<file path="src/rtl/fifo_head_reader_if.sv">
// Bundle of the write, read and status signals of fifo_head_reader.
// slave is the view taken by the ring itself; master is the view of the
// write-side producer and read-side consumer.
// Optional macro FIFO_HEAD_READER_COUNT_EN adds the registered count output.
interface fifo_head_reader_if #(
  parameter int WIDTH  = 6,
  parameter int DATA_W = 32
) ();
  localparam int CNT_W = $clog2(WIDTH + 1);

  logic              flush;
  logic              wr_en;
  logic [WIDTH-1:0]  wr_entry;
  logic [DATA_W-1:0] wr_data;
  logic              wr_err;
  logic [WIDTH-1:0]  valid_entry;
  logic              rd_valid;
  logic              rd_ready;
  logic [DATA_W-1:0] rd_data;
  logic [WIDTH-1:0]  rd_entry;
  logic              full;
  logic              empty;
`ifdef FIFO_HEAD_READER_COUNT_EN
  logic [CNT_W-1:0]  count;

  modport master (
    output flush, wr_en, wr_entry, wr_data, rd_ready,
    input  wr_err, valid_entry, rd_valid, rd_data, rd_entry, full, empty, count
  );
  modport slave (
    input  flush, wr_en, wr_entry, wr_data, rd_ready,
    output wr_err, valid_entry, rd_valid, rd_data, rd_entry, full, empty, count
  );
`else
  modport master (
    output flush, wr_en, wr_entry, wr_data, rd_ready,
    input  wr_err, valid_entry, rd_valid, rd_data, rd_entry, full, empty
  );
  modport slave (
    input  flush, wr_en, wr_entry, wr_data, rd_ready,
    output wr_err, valid_entry, rd_valid, rd_data, rd_entry, full, empty
  );
`endif
endinterface

</file>
<file path="src/rtl/fifo_head_reader.sv">
// Read side of the circular entry buffer: payload storage, occupancy vector
// and a one-hot head pointer that retires entries strictly in ring order.
// Writes land on a one-hot entry chosen by the write side; bad targets are
// dropped and flagged on wr_err one cycle later.
// Optional macro FIFO_HEAD_READER_COUNT_EN adds a registered occupancy count
// and a checker tying it to the occupancy vector.

`ifdef FIFO_HEAD_READER_COUNT_EN
// Checker: the running count must always equal the number of valid entries.
module fifo_head_reader_chk #(
  parameter int WIDTH = 6,
  parameter int CNT_W = 3
) (
  input logic             clk,
  input logic             rst,
  input logic [WIDTH-1:0] valid_entry,
  input logic [CNT_W-1:0] count
);
  function automatic logic [CNT_W-1:0] popcount(input logic [WIDTH-1:0] v);
    logic [CNT_W-1:0] ones;
    ones = {CNT_W{1'b0}};
    for (int i = 0; i < WIDTH; i++) begin
      ones = ones + {{(CNT_W-1){1'b0}}, v[i]};
    end
    return ones;
  endfunction

  a_count_matches: assert property (@(posedge clk) disable iff (rst)
    (count == popcount(valid_entry)))
    else $error("count %0d disagrees with valid_entry %b", count, valid_entry);
endmodule
`endif

module fifo_head_reader #(
  parameter int WIDTH  = 6,
  parameter int DATA_W = 32
) (
  input logic               clk,
  input logic               rst,
  fifo_head_reader_if.slave bus
);
  localparam int CNT_W = $clog2(WIDTH + 1);
  localparam logic [WIDTH-1:0] HEAD_INIT = {{(WIDTH-1){1'b0}}, 1'b1};

  // A target is usable only when exactly one bit is set.
  function automatic logic is_onehot(input logic [WIDTH-1:0] v);
    int unsigned ones;
    ones = 32'd0;
    for (int i = 0; i < WIDTH; i++) begin
      ones = ones + {31'd0, v[i]};
    end
    return (ones == 32'd1);
  endfunction

  logic [WIDTH-1:0]  valid_r;
  logic [WIDTH-1:0]  head_r;
  logic              wr_err_r;
  logic [DATA_W-1:0] mem_r [WIDTH];

  logic              pop_s;
  logic              wr_ok_s;
  logic              wr_drop_s;
  logic [WIDTH-1:0]  valid_nxt_s;
  logic [WIDTH-1:0]  head_nxt_s;
  logic [DATA_W-1:0] rd_data_s;

  // Next-state: pop at head and accepted write both use pre-edge occupancy,
  // so they can never hit the same entry.
  always_comb begin
    pop_s       = (|(valid_r & head_r)) & bus.rd_ready;
    wr_ok_s     = bus.wr_en & is_onehot(bus.wr_entry) & ~(|(bus.wr_entry & valid_r));
    wr_drop_s   = bus.wr_en & ~wr_ok_s;
    valid_nxt_s = valid_r;
    head_nxt_s  = head_r;
    if (pop_s) begin
      valid_nxt_s = valid_nxt_s & ~head_r;
      head_nxt_s  = {head_r[WIDTH-2:0], head_r[WIDTH-1]};
    end else begin
      valid_nxt_s = valid_nxt_s;
      head_nxt_s  = head_r;
    end
    if (wr_ok_s) begin
      valid_nxt_s = valid_nxt_s | bus.wr_entry;
    end else begin
      valid_nxt_s = valid_nxt_s;
    end
  end

  // Control state; reset and flush clear occupancy, head and the error pulse.
  always_ff @(posedge clk) begin
    if (rst || bus.flush) begin
      valid_r  <= {WIDTH{1'b0}};
      head_r   <= HEAD_INIT;
      wr_err_r <= 1'b0;
    end else begin
      valid_r  <= valid_nxt_s;
      head_r   <= head_nxt_s;
      wr_err_r <= wr_drop_s;
    end
  end

  // Payload storage; contents need no reset because valid bits gate them.
  always_ff @(posedge clk) begin
    for (int i = 0; i < WIDTH; i++) begin
      if (wr_ok_s && !bus.flush && !rst && bus.wr_entry[i]) begin
        mem_r[i] <= bus.wr_data;
      end
    end
  end

  // Head read mux: OR of entries selected by the one-hot head.
  always_comb begin
    rd_data_s = {DATA_W{1'b0}};
    for (int i = 0; i < WIDTH; i++) begin
      if (head_r[i]) begin
        rd_data_s = rd_data_s | mem_r[i];
      end else begin
        rd_data_s = rd_data_s;
      end
    end
  end

  assign bus.wr_err      = wr_err_r;
  assign bus.valid_entry = valid_r;
  assign bus.rd_valid    = |(valid_r & head_r);
  assign bus.rd_data     = rd_data_s;
  assign bus.rd_entry    = head_r;
  assign bus.full        = &valid_r;
  assign bus.empty       = ~(|valid_r);

`ifdef FIFO_HEAD_READER_COUNT_EN
  localparam logic [CNT_W-1:0] CNT_ONE = {{(CNT_W-1){1'b0}}, 1'b1};
  logic [CNT_W-1:0] count_r;

  // Occupancy count: +1 on accepted write, -1 on pop, unchanged on both.
  always_ff @(posedge clk) begin
    if (rst || bus.flush) begin
      count_r <= {CNT_W{1'b0}};
    end else begin
      case ({wr_ok_s, pop_s})
        2'b10:   count_r <= count_r + CNT_ONE;
        2'b01:   count_r <= count_r - CNT_ONE;
        default: count_r <= count_r;
      endcase
    end
  end

  assign bus.count = count_r;

  fifo_head_reader_chk #(.WIDTH(WIDTH), .CNT_W(CNT_W)) u_chk (
    .clk         (clk),
    .rst         (rst),
    .valid_entry (valid_r),
    .count       (count_r)
  );
`endif
endmodule
</file>
<file path="src/flat_wrapper.sv">
// flat-port wrapper written by rule: the top's interface ports become plain ports
module fifo_head_reader_flat 
#(
  parameter int WIDTH  = 6,
  parameter int DATA_W = 32
)
  (clk, rst, bus_flush, bus_wr_en, bus_wr_entry, bus_wr_data, bus_rd_ready, bus_wr_err, bus_valid_entry, bus_rd_valid, bus_rd_data, bus_rd_entry, bus_full, bus_empty);
  fifo_head_reader_if #(.WIDTH(WIDTH), .DATA_W(DATA_W)) bus_i ();
  input logic clk;
  input logic rst;
  input wire logic [$bits(bus_i.flush)-1:0] bus_flush;
  input wire logic [$bits(bus_i.wr_en)-1:0] bus_wr_en;
  input wire logic [$bits(bus_i.wr_entry)-1:0] bus_wr_entry;
  input wire logic [$bits(bus_i.wr_data)-1:0] bus_wr_data;
  input wire logic [$bits(bus_i.rd_ready)-1:0] bus_rd_ready;
  output wire logic [$bits(bus_i.wr_err)-1:0] bus_wr_err;
  output wire logic [$bits(bus_i.valid_entry)-1:0] bus_valid_entry;
  output wire logic [$bits(bus_i.rd_valid)-1:0] bus_rd_valid;
  output wire logic [$bits(bus_i.rd_data)-1:0] bus_rd_data;
  output wire logic [$bits(bus_i.rd_entry)-1:0] bus_rd_entry;
  output wire logic [$bits(bus_i.full)-1:0] bus_full;
  output wire logic [$bits(bus_i.empty)-1:0] bus_empty;
  assign bus_i.flush = bus_flush;
  assign bus_i.wr_en = bus_wr_en;
  assign bus_i.wr_entry = bus_wr_entry;
  assign bus_i.wr_data = bus_wr_data;
  assign bus_i.rd_ready = bus_rd_ready;
  assign bus_wr_err = bus_i.wr_err;
  assign bus_valid_entry = bus_i.valid_entry;
  assign bus_rd_valid = bus_i.rd_valid;
  assign bus_rd_data = bus_i.rd_data;
  assign bus_rd_entry = bus_i.rd_entry;
  assign bus_full = bus_i.full;
  assign bus_empty = bus_i.empty;
  fifo_head_reader #(.WIDTH(WIDTH), .DATA_W(DATA_W)) u_core (.clk(clk), .rst(rst), .bus(bus_i));
endmodule
</file>
<file path="config.mk">
export PLATFORM = sky130hd
export DESIGN_NAME = fifo_head_reader_flat
export DESIGN_NICKNAME = d
export VERILOG_FILES = /design/src/rtl/fifo_head_reader_if.sv /design/src/rtl/fifo_head_reader.sv /design/src/flat_wrapper.sv
export SDC_FILE = /design/constraint.sdc
export NUM_CORES = 1
export LEC_CHECK = 0
export CORE_MARGIN = 3
export CORE_UTILIZATION = 35
export DETAILED_ROUTE_END_ITERATION = 7
export HOLD_SLACK_MARGIN = 0.03
export PLACE_DENSITY_LB_ADDON = 0.1
export SLEW_MARGIN = 20
export SYNTH_ARGS = -nofsm -noshare
export SYNTH_HDL_FRONTEND = slang
export SYNTH_SLANG_ARGS = --single-unit
</file>
<file path="constraint.sdc">
create_clock -name clk -period 8.25 [get_ports clk]
set_clock_uncertainty 0.2 [all_clocks]
set_input_delay 1.2375 -clock clk [delete_from_list [all_inputs] [get_ports clk]]
set_output_delay 1.2375 -clock clk [all_outputs]
set_load 0.005 [all_outputs]
</file>
==> impl_metrics.ini <==
[logic_synthesis]
ys_seq_elements = 205
ys_seq_area_share_pct = 78.68
synth.distinct_cells = 31
async_flop_share_pct = 0
synthesis.area_um2 = 7659
yosys-top-cells-area = edfxtp_1, a22oi_1, dfxtp_1, nand3_1, clkbuf_1
netlist.area_leader.share_pct = 75.28
synth_nets = 500
ys.flop_type = edfxtp_1
yosysWarnings = 0
synth_edf_count = 192
netlist_instances = 453
synth.avg_cell_area_um2 = 16.91
synth_top_area_cell = edfxtp_1

[drt]
antenna_left = 0
drtPass1Iterations = 4
routed-via-count = 4544
wire_per_inst_um = 22.28
detail_route.vias_per_cell = 5.462
drc = 0
totalWireLength_mm = 18.54
drtIter0Drc = 305

[sta]
drv_slew = 0
min_period_ps = 5704
min_period_over_period_pct = 69.13
setup_tns_ps = 0
setup_viol = 0
worstMarginPinSlew_ps = 1064
maxClockFrequency_ghz = 0.1753
hold_violations = 0
rsz0062_at_grt = false
relSlewSlack_pct = 28.91

[place]
globalplace.congestion = 0.7669
port_buffers = 90
dp_hpwl_mm = 9.982

[power]
power.density_nw_per_um2 = 224.3
cellLeakagePower_nw = 2.967
p_int_mw = 1.720
clkPwrFrac_pct = 42.5
seqPwrFrac_pct = 54.0
switchingPower_uw = 419.7
swShare_pct = 19.62
ir_drop_v = 0.0001330
power.total_mw = 2.140
combPwrFrac_pct = 3.5

[critical_path]
cp-end-kind = register
crit_path_top_delay_cell = nor2_4
worstSetupPathType = in2reg
cp.required_ps = 8230
critPathLaunchType = input port
crit_path_cell_trace = clkdlybuf4s50_1 -> ha_1 -> inv_1 -> fa_1 -> fa_1 -> inv_1 -> fa_1 -> nor4b_1 -> nand4_1 -> nor2_4 -> buf_4
path_common_cell = fa_1
arrival_ps = 5690
crit_path_max_fanout = 22
slowest_delay_ps = 960

[die]
start_util_pct = 35.98
io_pins = 91
dieWidth_um = 153.9
die_area_um2 = 23690
die_h_um = 153.9
std_cell_rows = 53
design.core.area_um2 = 21290

[cells_and_area]
drive_gt1_share_pct = 9.156
areaGrowthSynthToFinish_pct = 24.54
diodes = 0
nets = 590

[clock_tree]
holdBufCountCts = 0
clock-sinks = 205
insertion_delay_ps = 500
htreeDepth = 1
numCtsBuffers = 22
path_clk_slew_ps = 60
root_buffer = clkbuf_16
post_cts_resized = 0
clk_path_buf_depth = 3
post_cts_buffers = 0
tritoncts = done

[status]
outcome = completed

[min_path]
hp-class = reg2reg

[global_routing]
grt_max_degree = 41
grt_pass1_vias = 4752
antenna_found_initial = 0
grt_first_pass_wirelength_mm = 28.32
grt-ovfl-total = 0
grt_use_total_pct = 15.21

[job]
cap_violations = 0
## stage by stage
step	worst slack [ps]	instances	util, %	hold WS, ps	cell area (um^2)
6_report	2547	832	44.81	400.1	9538
5_1_grt	2274	832	44.81	433.8	9538
4_1_cts	2490	832	44.81	398.6	9538
3_5_place_dp	1987	794	41.69	386.2	8874
3_3_place_gp	2080	794	41.69	375.9	8874
2_1_floorplan	1883	453	-	322.4	7659
## routing by layer
layer  routed length, um  vias to the layer above  GRT usage [%]
li1                    -                     2059              -
met1                8485                     2281          21.72
met2                8535                      172          24.02
met3                1117                       32          2.618
met4                 400                        0          4.626
met5                   0                        -              0
## final cells by class
class / instances / area, um^2
clock buffer: 28 / 594.3
fill: 1849 / 11750
multi-input combinational: 206 / 1501
clock inverter: 10 / 70.07
tap: 275 / 344.1
timing repair buffer: 97 / 953.4
inverter: 11 / 41.29
sequential: 205 / 6033
## registers in the layout, summed over array words and instances (netlist names)
signal,count
u_core.bus.rd_entry,6
u_core.bus.valid_entry,6
u_core.bus.wr_err,1
u_core.mem_r,192
## cells by family (layout without fill, tap and decap cells)
group / after synthesis / in the layout / synth area share [%]
AO/OA/AOI/OAI: 130 / 130 / 13.18
adder cells (fa/ha/maj): 4 / 4 / 0.9476
buffers and inverters: 42 / 146 / 2.205
flip-flops: 205 / 205 / 78.68
AND/OR/NAND/NOR: 72 / 72 / 4.983
## cells in the mapped netlist, types with 4 or more instances
master and number:
nand2_1 9, clkbuf_1 22, inv_1 11, nand4_1 4, buf_1 5, a22oi_1 102, o31ai_1 4, nor4b_1 6
nor2_1 5, edfxtp_1 192, dfxtp_1 13, a211o_1 4, nand3_1 38, a41oi_1 5, nor3_1 4
## final timing paths
kind         cells past startpoint                         to  slack (ps)                       from
max                             11         u_core.mem_r[5][8]        2550            bus_wr_entry[1]
min                              2  u_core.bus.valid_entry[3]         400  u_core.bus.valid_entry[3]
max reg2reg                      4         u_core.mem_r[5][8]        5150  u_core.bus.valid_entry[3]
min reg2reg                      2  u_core.bus.valid_entry[3]         400  u_core.bus.valid_entry[3]
## power groups by stage
stage | clock network (mW) | registers [mW] | logic, mW
2_1_floorplan | 0 | 1.18 | 0.0239
3_3_place_gp | 0 | 1.18 | 0.0728
3_5_place_dp | 0 | 1.18 | 0.0751
4_1_cts | 0.932 | 1.16 | 0.0754
5_1_grt | 0.970 | 1.16 | 0.0812
6_report | 0.910 | 1.16 | 0.0743
## cell usage in the layout (no fill, tap or decap), types with 4 or more instances in the layout
cell             instances
a211o_1                  4
a22oi_1                102
a41oi_1                  5
buf_4                    7
clkbuf_1                 5
clkbuf_16               23
clkdlybuf4s50_1         90
clkinv_1                 4
clkinv_2                 5
dfxtp_1                  7
dfxtp_2                  6
edfxtp_1               192
inv_1                   11
nand2_1                  9
nand3_1                 38
nand4_1                  4
nor4b_1                  6
o31ai_1                  4
## worst max-delay path, delay by kind of cell
| family | cells | cell delay, ps |
|---|---|---|
| adders and majority gates | 4 | 1470 |
| buffers and inverters | 4 | 1030 |
| and+or+nand+nor | 3 | 1920 |
(Power assumes the default switching activity.)
